### src/rtl/oled_pkg.sv
// oled_pkg: shared 96x64 OLED geometry, RGB565 colours and marker coordinate type
package oled_pkg;
  localparam int OLED_W = 96;
  localparam int OLED_H = 64;
  localparam int OLED_PIXELS = 6144;
  localparam logic [15:0] RGB_RED = 16'hF800;
  localparam logic [15:0] RGB_GREEN = 16'h07E0;
  localparam logic [15:0] RGB_BLACK = 16'h0000;
  typedef struct packed {
    logic [6:0] x;
    logic [6:0] y;
  } coord_t;
  function automatic logic [15:0] rgb_shr(input logic [15:0] c, input logic [2:0] s);
    return {c[15:11] >> s, c[10:5] >> s, c[4:0] >> s};
  endfunction
endpackage

### src/rtl/sprite_trail_renderer_if.sv
// sprite_trail_renderer_if: marker position in, OLED pixel lookup out
interface sprite_trail_renderer_if;
  logic        enable;
  logic [6:0]  var_x;
  logic [6:0]  var_y;
  logic        frame_begin;
  logic [12:0] pixel_index;
  logic [15:0] pixel_data;
  logic [3:0]  trail_count;
  modport master(output enable, var_x, var_y, frame_begin, pixel_index, input pixel_data, trail_count);
  modport slave(input enable, var_x, var_y, frame_begin, pixel_index, output pixel_data, trail_count);
endinterface

### src/rtl/trail_buffer.sv
// trail_buffer: circular DEPTH-entry position history, dout[0] is the newest entry
module trail_buffer import oled_pkg::*; #(
  parameter int DEPTH = 4
) (
  input  logic   clk,
  input  logic   rst,
  input  logic   clr,
  input  logic   push,
  input  coord_t din,
  output coord_t dout [DEPTH],
  output logic [3:0] count
);
  localparam int AW = $clog2(DEPTH);
  localparam logic [3:0] D = 4'(DEPTH);
  coord_t r_mem [DEPTH];
  logic [AW-1:0] r_wp;
  logic [3:0] r_count;
  // write at the pointer, wrap it mod DEPTH, saturate the count once full
  always_ff @(posedge clk) begin
    if (rst) begin
      r_wp <= '0;
      r_count <= '0;
      for (int i = 0; i < DEPTH; i++) r_mem[i] <= '0;
    end else if (clr) begin
      r_wp <= '0;
      r_count <= '0;
    end else if (push) begin
      r_mem[r_wp] <= din;
      r_wp <= r_wp == AW'(DEPTH - 1) ? '0 : r_wp + 1'b1;
      r_count <= r_count == D ? D : r_count + 4'd1;
    end
  end
  for (genvar g = 0; g < DEPTH; g++) begin : g_rd
    logic [AW:0] w_sum;
    assign w_sum = {1'b0, r_wp} + (AW+1)'(DEPTH - 1 - g);
    assign dout[g] = r_mem[w_sum >= (AW+1)'(DEPTH) ? AW'(w_sum - (AW+1)'(DEPTH)) : AW'(w_sum)];
  end
  assign count = r_count;
endmodule

### src/rtl/sprite_trail_renderer.sv
// sprite_trail_renderer: renders marker head and trail squares as RGB565; TRAIL_FADE_EN halves trail colour per age
module sprite_trail_renderer import oled_pkg::*; #(
  parameter int DEPTH = 4,
  parameter int SIZE = 5,
  parameter logic [15:0] HEAD_COLOUR = RGB_RED,
  parameter logic [15:0] TRAIL_COLOUR = RGB_GREEN,
  parameter logic [15:0] BG_COLOUR = RGB_BLACK
) (
  input logic clk,
  input logic rst,
  sprite_trail_renderer_if.slave bus
);
  coord_t w_din;
  coord_t w_dout [DEPTH];
  logic [3:0] w_count;
  logic w_push;
  logic [7:0] w_col, w_row;
  logic [DEPTH-1:0] w_hit;
  logic [15:0] w_c [DEPTH];
  logic [15:0] w_colour, r_pixel;
  assign w_din = {bus.var_x, bus.var_y};
  assign w_push = bus.frame_begin && (w_count == 4'd0 || w_din != w_dout[0]);
  trail_buffer #(.DEPTH(DEPTH)) u_buf (
    .clk(clk), .rst(rst), .clr(!bus.enable), .push(w_push),
    .din(w_din), .dout(w_dout), .count(w_count)
  );
  assign w_col = 8'(bus.pixel_index % 13'(OLED_W));
  assign w_row = 8'(bus.pixel_index / 13'(OLED_W));
  for (genvar g = 0; g < DEPTH; g++) begin : g_hit
`ifdef TRAIL_FADE_EN
    localparam logic [15:0] C = g == 0 ? HEAD_COLOUR : rgb_shr(TRAIL_COLOUR, 3'(g - 1));
`else
    localparam logic [15:0] C = g == 0 ? HEAD_COLOUR : TRAIL_COLOUR;
`endif
    assign w_c[g] = C;
    assign w_hit[g] = 4'(g) < w_count
      && w_col >= {1'b0, w_dout[g].x} && w_col < {1'b0, w_dout[g].x} + 8'(SIZE)
      && w_row >= {1'b0, w_dout[g].y} && w_row < {1'b0, w_dout[g].y} + 8'(SIZE);
  end
  // oldest to newest so the newest hitting entry wins
  always_comb begin
    w_colour = BG_COLOUR;
    for (int i = DEPTH - 1; i >= 0; i--) if (w_hit[i]) w_colour = w_c[i];
  end
  // one-cycle registered pixel output
  always_ff @(posedge clk) begin
    if (rst) r_pixel <= '0;
    else r_pixel <= (!bus.enable || bus.pixel_index >= 13'(OLED_PIXELS)) ? BG_COLOUR : w_colour;
  end
  assign bus.pixel_data = r_pixel;
  assign bus.trail_count = w_count;
endmodule
### src/flat_wrapper.sv
// flat-port wrapper written by rule: the top's interface ports become plain ports
module sprite_trail_renderer_flat import oled_pkg::*;
#(
  parameter int DEPTH = 4,
  parameter int SIZE = 5,
  parameter logic [15:0] HEAD_COLOUR = RGB_RED,
  parameter logic [15:0] TRAIL_COLOUR = RGB_GREEN,
  parameter logic [15:0] BG_COLOUR = RGB_BLACK
)
  (clk, rst, bus_enable, bus_var_x, bus_var_y, bus_frame_begin, bus_pixel_index, bus_pixel_data, bus_trail_count);
  sprite_trail_renderer_if bus_i ();
  input logic clk;
  input logic rst;
  input wire logic [$bits(bus_i.enable)-1:0] bus_enable;
  input wire logic [$bits(bus_i.var_x)-1:0] bus_var_x;
  input wire logic [$bits(bus_i.var_y)-1:0] bus_var_y;
  input wire logic [$bits(bus_i.frame_begin)-1:0] bus_frame_begin;
  input wire logic [$bits(bus_i.pixel_index)-1:0] bus_pixel_index;
  output wire logic [$bits(bus_i.pixel_data)-1:0] bus_pixel_data;
  output wire logic [$bits(bus_i.trail_count)-1:0] bus_trail_count;
  assign bus_i.enable = bus_enable;
  assign bus_i.var_x = bus_var_x;
  assign bus_i.var_y = bus_var_y;
  assign bus_i.frame_begin = bus_frame_begin;
  assign bus_i.pixel_index = bus_pixel_index;
  assign bus_pixel_data = bus_i.pixel_data;
  assign bus_trail_count = bus_i.trail_count;
  sprite_trail_renderer #(.DEPTH(DEPTH), .SIZE(SIZE), .HEAD_COLOUR(HEAD_COLOUR), .TRAIL_COLOUR(TRAIL_COLOUR), .BG_COLOUR(BG_COLOUR)) u_core (.clk(clk), .rst(rst), .bus(bus_i));
endmodule
### config.mk
export PLATFORM = sky130hd
export DESIGN_NAME = sprite_trail_renderer_flat
export DESIGN_NICKNAME = d
export VERILOG_FILES = /design/src/rtl/oled_pkg.sv /design/src/rtl/sprite_trail_renderer_if.sv /design/src/rtl/trail_buffer.sv /design/src/rtl/sprite_trail_renderer.sv /design/src/flat_wrapper.sv
export SDC_FILE = /design/constraint.sdc
export NUM_CORES = 1
export LEC_CHECK = 0
export CAP_MARGIN = 20
export CORE_UTILIZATION = 60
export DETAILED_ROUTE_END_ITERATION = 10
export HOLD_SLACK_MARGIN = 0.03
export PLACE_DENSITY = 0.89
export SYNTH_ARGS = -nofsm -noshare
export SYNTH_HDL_FRONTEND = slang
export SYNTH_HIERARCHICAL = 1
export SYNTH_SLANG_ARGS = --single-unit
### constraint.sdc
create_clock -name clk -period 12.22 [get_ports clk]
set_input_delay 3.055 -clock clk [delete_from_list [all_inputs] [get_ports clk]]
set_output_delay 3.055 -clock clk [all_outputs]
set_load 0.01 [all_outputs]
==> metrics.txt, run 1 <==
status=finished, final reports clean; top_reg_cell synth=edfxtp_1; vias in the first global route=6349; postcts setup bufs=0; Synth Cell Area=between 8000 and 9000 um2; Clock Root Buffer=clkbuf_16; per-cell routed wire length=between 15 and 20 um; Worst EP arrival=7.40 ns; core box area=about 13000 um2; Area Overhead vs Synth=9.363%; Crit. End Element=flop; diode count=0; drt first pass iters=5; Yosys reg bits=66; final WL=~19000 um; Hold Crit Class=reg2reg; Initial Utilization=about 63%; Final setup viols=0; global-route wire length before repair=roughly 32000 um; clk sinks=66; drt drc=0; die footprint=between 10000 and 15000 um2; htree depth=3; Post-synth EDFFs=56; Slowest cell on crit path=clkdlybuf4s50_1; GRT overflow=0; setup TNS=0 ns; Yosys cell types=69; Iteration-0 DRC Markers=between 900 and 1000; clk_lat worst skew=around 0.33 ns; Vias=6645; Hold Violations, Final=0; DP HPWL=15140 um; # IOs=51; # resized after CTS=0; Clock transition at path regs=roughly 0.06 ns; clk buf depth=2; DP Worst Slack=4.723 ns; crit start category=primary input; fin crit period=a little over 7 ns; Final WS setup=5.039 ns; Async SR Flop Fraction=0%; cts hold-fix bufs=0; max-slew violations=0; clk_skew=roughly 0.0065 ns; max-cap violations=0; routability congestion estimate=~0.9; most common cell after layout, fill and taps aside=ha_1; post-synthesis sequential area ratio=23.35%; Die Y=between 100 and 150 um; Port-buffer cells=between 40 and 50; TritonCTS clock tree=built; Avg Vias per Cell=roughly 6.6; initial antenna violation count=0; Pwr per Cell Area=92.70 nW/um2; Mean Syn Cell Area=9.985 um2; unrepaired setup endpoints after global routing=no; Non-Filler Instances=between 1000 and 1500; relative slew slack=approximately a third; Die W=between 100 and 150 um; Worst Path Required=12.44 ns; ANT nets after route=0; Syn Inst Count=between 800 and 900; FMAX=roughly 140 MHz; Crit path top cell by count=a21oi_1; placed cells=approximately 1000; max incr delay on CP=around 0.8 ns; CP max FO=17; fin crit share=between 50% and 60%; Ys Warns=6; Nets=approximately 1000; peak supply drop=~0.13 mV; crit-path cells=clkdlybuf4s50_1, and2b_2, a21oi_1, a2bb2oi_1, o311a_1, and2_1, inv_2, a211oi_1, a21oi_1, ha_1, nor2b_1, o21a_1, o21ai_0, a21oi_1, a211oi_1, nand4_1, o311a_1; CTS Buf Count=9; multi-input logic area=between 5000 and 6000 um2; actual slew at the worst max-slew pin=just under 1 ns; Total GRT Usage=28.50%; kind of critical path=in2reg; cell row count=between 40 and 50; share of layout cells above drive strength 1=~12%; Sequential Area=1883 um2; fillers=slightly below 1000; most frequent cells in the layout=ha_1 (127), inv_1 (92), nor3_1 (56), edfxtp_1 (56), mux4_2 (54); Pleak=around 0.0036 uW; pin count of the biggest net entering global routing=48; R2R Setup Slk=about 7.6 ns
## power breakdown
part | switching (uW) | leakage [uW] | internal (uW)
registers | 13.7 | 0.000649 | 255
clock network | 90.9 | 0.000126 | 135
logic | 178 | 0.00283 | 143
total | 283 | 0.00361 | 534
## worst max-delay path: cells and delay by family
family          cells  cell delay [ns]
compound gates     10             2.09
fa+ha+maj           1             0.35
buf+inv             2             1.04
simple gates        4             0.85
## metrics by stage
| step | hold WS, ns | area (um2) | power [uW] | utilization, % |
|---|---|---|---|---|
| floorplan | 0.5858 | 8088 | 505.5 | - |
| global placement | 0.5865 | 8549 | 569.9 | 66.40 |
| detailed placement | 0.5961 | 8549 | 588.6 | 66.40 |
| CTS | 0.6034 | 8812 | 817.1 | 68.44 |
| global route | 0.6515 | 8812 | 869.8 | 68.44 |
| finish | 0.6028 | 8812 | 816.9 | 68.44 |
## cell families after synthesis
group	synth area share [%]
muxes	16.52
and+or+nand+nor	13.42
other	0.04654
xor gates and xnor gates	6.615
buffers and inverters	7.966
AOI/OAI and AO/OA	12.36
adders and majority gates	19.72
DFF	23.35
## metal layers
metal	part of all wire, %	wire length [um]	track usage, %
met1	40	7743	38.25
met2	48	9347	47.43
met3	9.5	1845	4.021
met4	2.1	414	9.135
met5	0	0	0
## state kept, by name, summed over array words and instances, names as in the netlist, named ones only
signal                 count
u_core/bus.pixel_data      2
u_core/u_buf/count         4
u_core/u_buf/r_wp          2
u_core/u_buf/r_mem        56
## path summary, 6_finish.rpt
check / startpoint / endpoint / depth (start not counted)
setup / recovery: bus_pixel_index[12] / u_core/bus.pixel_data[9] / 17
hold / removal: u_core/u_buf/count[2] / u_core/u_buf/count[2] / 2
setup reg to reg: u_core/u_buf/r_wp[1] / u_core/u_buf/r_mem[1][7] / 10
hold reg to reg: u_core/u_buf/count[2] / u_core/u_buf/count[2] / 2
## cell usage after synthesis (all sizes together) (3+ instances only)
master / instances / area [um2]
a21o: 12 / 90.09
o21ai: 46 / 230.2
nand3: 11 / 55.05
nand2b: 10 / 62.56
a211oi: 7 / 57.55
or3: 4 / 25.02
dfxtp: 10 / 200.2
edfxtp: 56 / 1682
xor2: 15 / 131.4
mux4: 56 / 1269
ha: 127 / 1589
buf: 37 / 244.0
o2111ai: 3 / 26.28
and3: 19 / 118.9
a31oi: 5 / 31.28
clkbuf: 13 / 48.80
o211ai: 11 / 82.58
nor3b: 3 / 22.52
nand2: 26 / 97.59
nor4: 5 / 31.28
a21oi: 42 / 210.2
nor2: 17 / 63.81
inv: 93 / 349.1
nor2b: 9 / 56.30
o21a: 3 / 22.52
nand3b: 4 / 30.03
o22ai: 5 / 37.53
o31ai: 3 / 27.52
nor3: 66 / 386.6
mux2i: 4 / 40.04
nand4: 9 / 56.30
xnor2: 45 / 401.6
## layout make-up
| type | count | share of cell area [%] |
|---|---|---|
| clock inverters | 6 | 0.3834 |
| multi-input cells | 606 | 63.20 |
| repair buffers | 56 | 6.049 |
| clock buffers | 10 | 2.598 |
| flip-flops and latches | 66 | 21.37 |
| inverters | 93 | 3.961 |
| well taps | 172 | 2.442 |
Note: power is estimated with default switching activity, not from simulation.
==> run 2: changes to the inputs <==
==> constraint.sdc (replaced) <==
create_clock -name clk -period 7.1 [get_ports clk]
set_input_delay 1.775 -clock clk [delete_from_list [all_inputs] [get_ports clk]]
set_output_delay 1.775 -clock clk [all_outputs]
set_load 0.01 [all_outputs]
==> run 2 against run 1 <==
Via count barely moved; worst hold slack improved by 0.015 ns; die area did not move; critical path depth did not move; clock power rose by 140%; wire length rose by 3.7%; highest routed layer unchanged; final cell count barely moved; register-to-register slack got worse by 5.1 ns; final area rose by 1.3%; sequential power rose by 73%.
==> metrics.txt, run 2 (synthesis gave the netlist of run 1 again) <==
Nets=991 (+0.10%); total power=1564 uW (+91%); Min Hold Slack=0.6173 ns (+0.01452 ns); final WL=20060 um (+3.7%); relative slew slack=34.22% (+0.068 points); Clock Root Buffer=clkbuf_16; postcts setup bufs=0 (unchanged); max-cap violations=0 (unchanged); fin crit share=82.66%; min-delay src=u_core/u_buf/count[1]; drt drc=0 (unchanged); cts hold-fix bufs=0 (unchanged); kind of critical path=in2reg; CTS Buf Count=9 (unchanged); R2R Setup Slk=2.49 ns (-5.12 ns); max-slew violations=0 (unchanged); placed cells=994 (+0.10%); Vias=6650 (+0.075%); Worst EP arrival=6.15 ns (-1.25 ns); unrepaired setup endpoints after global routing=no; clk buf depth=2 (unchanged); worst hold stages=2 (unchanged); Crit. End Element=flop; Hold Violations, Final=0 (unchanged); Core Util, Final=69.30% (+0.86 points); Pwr per Cell Area=175.3 nW/um2 (+89%); FMAX=around 170 MHz; cell row count=41 (unchanged); Die Y=117.9 um (unchanged); TritonCTS clock tree=built; Iteration-0 DRC Markers=862 (-10%); most frequent cells in the layout=ha_1 (127), inv_1 (92), nor3_1 (56), edfxtp_1 (56), mux4_2 (54); DP HPWL=15180 um (+0.26%); Total GRT Usage=29.73% (+1.2 points); cell depth of the worst flop-to-flop path=10 (unchanged); RR Startpoint=u_core/u_buf/r_wp[1]; setup TNS=0 ns (unchanged); core box area=12880 um2 (unchanged); Port-buffer cells=45 (unchanged); Clock transition at path regs=0.06 ns (about the same); fillers=924 (-5.4%); pin count of the biggest net entering global routing=48 (unchanged); htree depth=3 (unchanged); # IOs=51 (unchanged); Non-Filler Instances=1010 (+0.099%); max reg flops=56 (unchanged); Avg Vias per Cell=6.584 (about the same); CP max FO=17 (unchanged); share of layout cells above drive strength 1=12.53% (+0.22 points); reg2reg end=u_core/u_buf/r_mem[1][13]; peak supply drop=0.3019 mV (+140%); die footprint=13900 um2 (unchanged); # resized after CTS=0 (unchanged); GRT overflow=0 (unchanged); most common cell after layout, fill and taps aside=ha_1; global-route wire length before repair=32820 um (+3.0%); worst hold path endpoint=u_core/u_buf/count[1]; ANT nets after route=0 (unchanged); Initial Utilization=62.58% (unchanged); initial antenna violation count=0 (unchanged); crit start category=primary input; clk_lat worst skew=0.33 ns (about the same); drt first pass iters=5 (unchanged); Die W=117.9 um (unchanged); fin crit period=just under 6 ns; Worst Path Required=7.38 ns (-5.06 ns); vias in the first global route=6551 (+3.2%); Pleak=0.003664 uW (+1.6%); clk_skew=0.007305 ns (+0.0008097 ns); Hold Crit Class=reg2reg; Final setup viols=0 (unchanged); diode count=0 (unchanged); per-cell routed wire length=19.86 um (+3.6%); routability congestion estimate=0.9055 (-2.4%); actual slew at the worst max-slew pin=0.9866 ns (-0.001025 ns); status=finished, final reports clean; clk sinks=66 (unchanged); largest reg by FF count=u_core/u_buf/r_mem; Area Overhead vs Synth=10.75%
[run 2: layer usage]
| layer | global-route usage, % | vias up | share of wire (%) |
|---|---|---|---|
| li1 | - | 3061 | - |
| met5 | 0 | - | 0 |
| met3 | 4.748 | 58 | 8.6 |
| met4 | 12.58 | 0 | 3.1 |
| met2 | 50.07 | 353 | 48 |
| met1 | 37.85 | 3178 | 40 |
[run 2: metrics by stage]
step	setup WS [ns]	area, um2
finish	1.231	8924
global route	0.8434	8924
CTS	1.292	8924
detailed placement	0.9441	8557
global placement	1.054	8557
floorplan	2.272	8088
[run 2: report_power, final]
part	internal [uW]	switching [uW]
Combinational	247	305
Sequential	439	25.5
Clock	378	169
[run 2: worst max-delay path, stage by stage]
cell	delay (ns)
clkdlybuf4s50_1	0.81
and2b_2	0.30
a21oi_1	0.06
a2bb2oi_1	0.16
o311a_1	0.36
and2_1	0.26
inv_2	0.25
a211oi_1	0.12
a21oi_1	0.59
ha_1	0.35
nor2b_1	0.13
nor3_1	0.14
o21ai_0	0.12
o211ai_1	0.10
a21oi_1	0.09
nor4_1	0.33
o311a_1	0.21
[run 2: cell type report]
class | instances | area [um2] | area share, %
Multi-Input combinational cell | 606 | 5569 | 62.41
Sequential cell | 66 | 1883 | 21.10
Timing Repair Buffer | 57 | 540.5 | 6.057
Inverter | 93 | 349.1 | 3.912
Clock buffer | 9 | 225.2 | 2.524
Tap cell | 172 | 215.2 | 2.412
Clock inverter | 7 | 141.4 | 1.584
[run 2: worst max-delay path by stage]
stage                     slack (ns)  cells past startpoint                       end                 from
after floorplan                 2.27                     17  u_core/bus.pixel_data[9]  bus_pixel_index[11]
after global placement          1.05                     17  u_core/bus.pixel_data[9]  bus_pixel_index[12]
after detailed placement        0.94                     17  u_core/bus.pixel_data[9]  bus_pixel_index[12]
after CTS                       1.29                     17  u_core/bus.pixel_data[9]  bus_pixel_index[12]
after global routing            0.84                     17  u_core/bus.pixel_data[9]  bus_pixel_index[12]
final                           1.23                     17  u_core/bus.pixel_data[9]  bus_pixel_index[12]
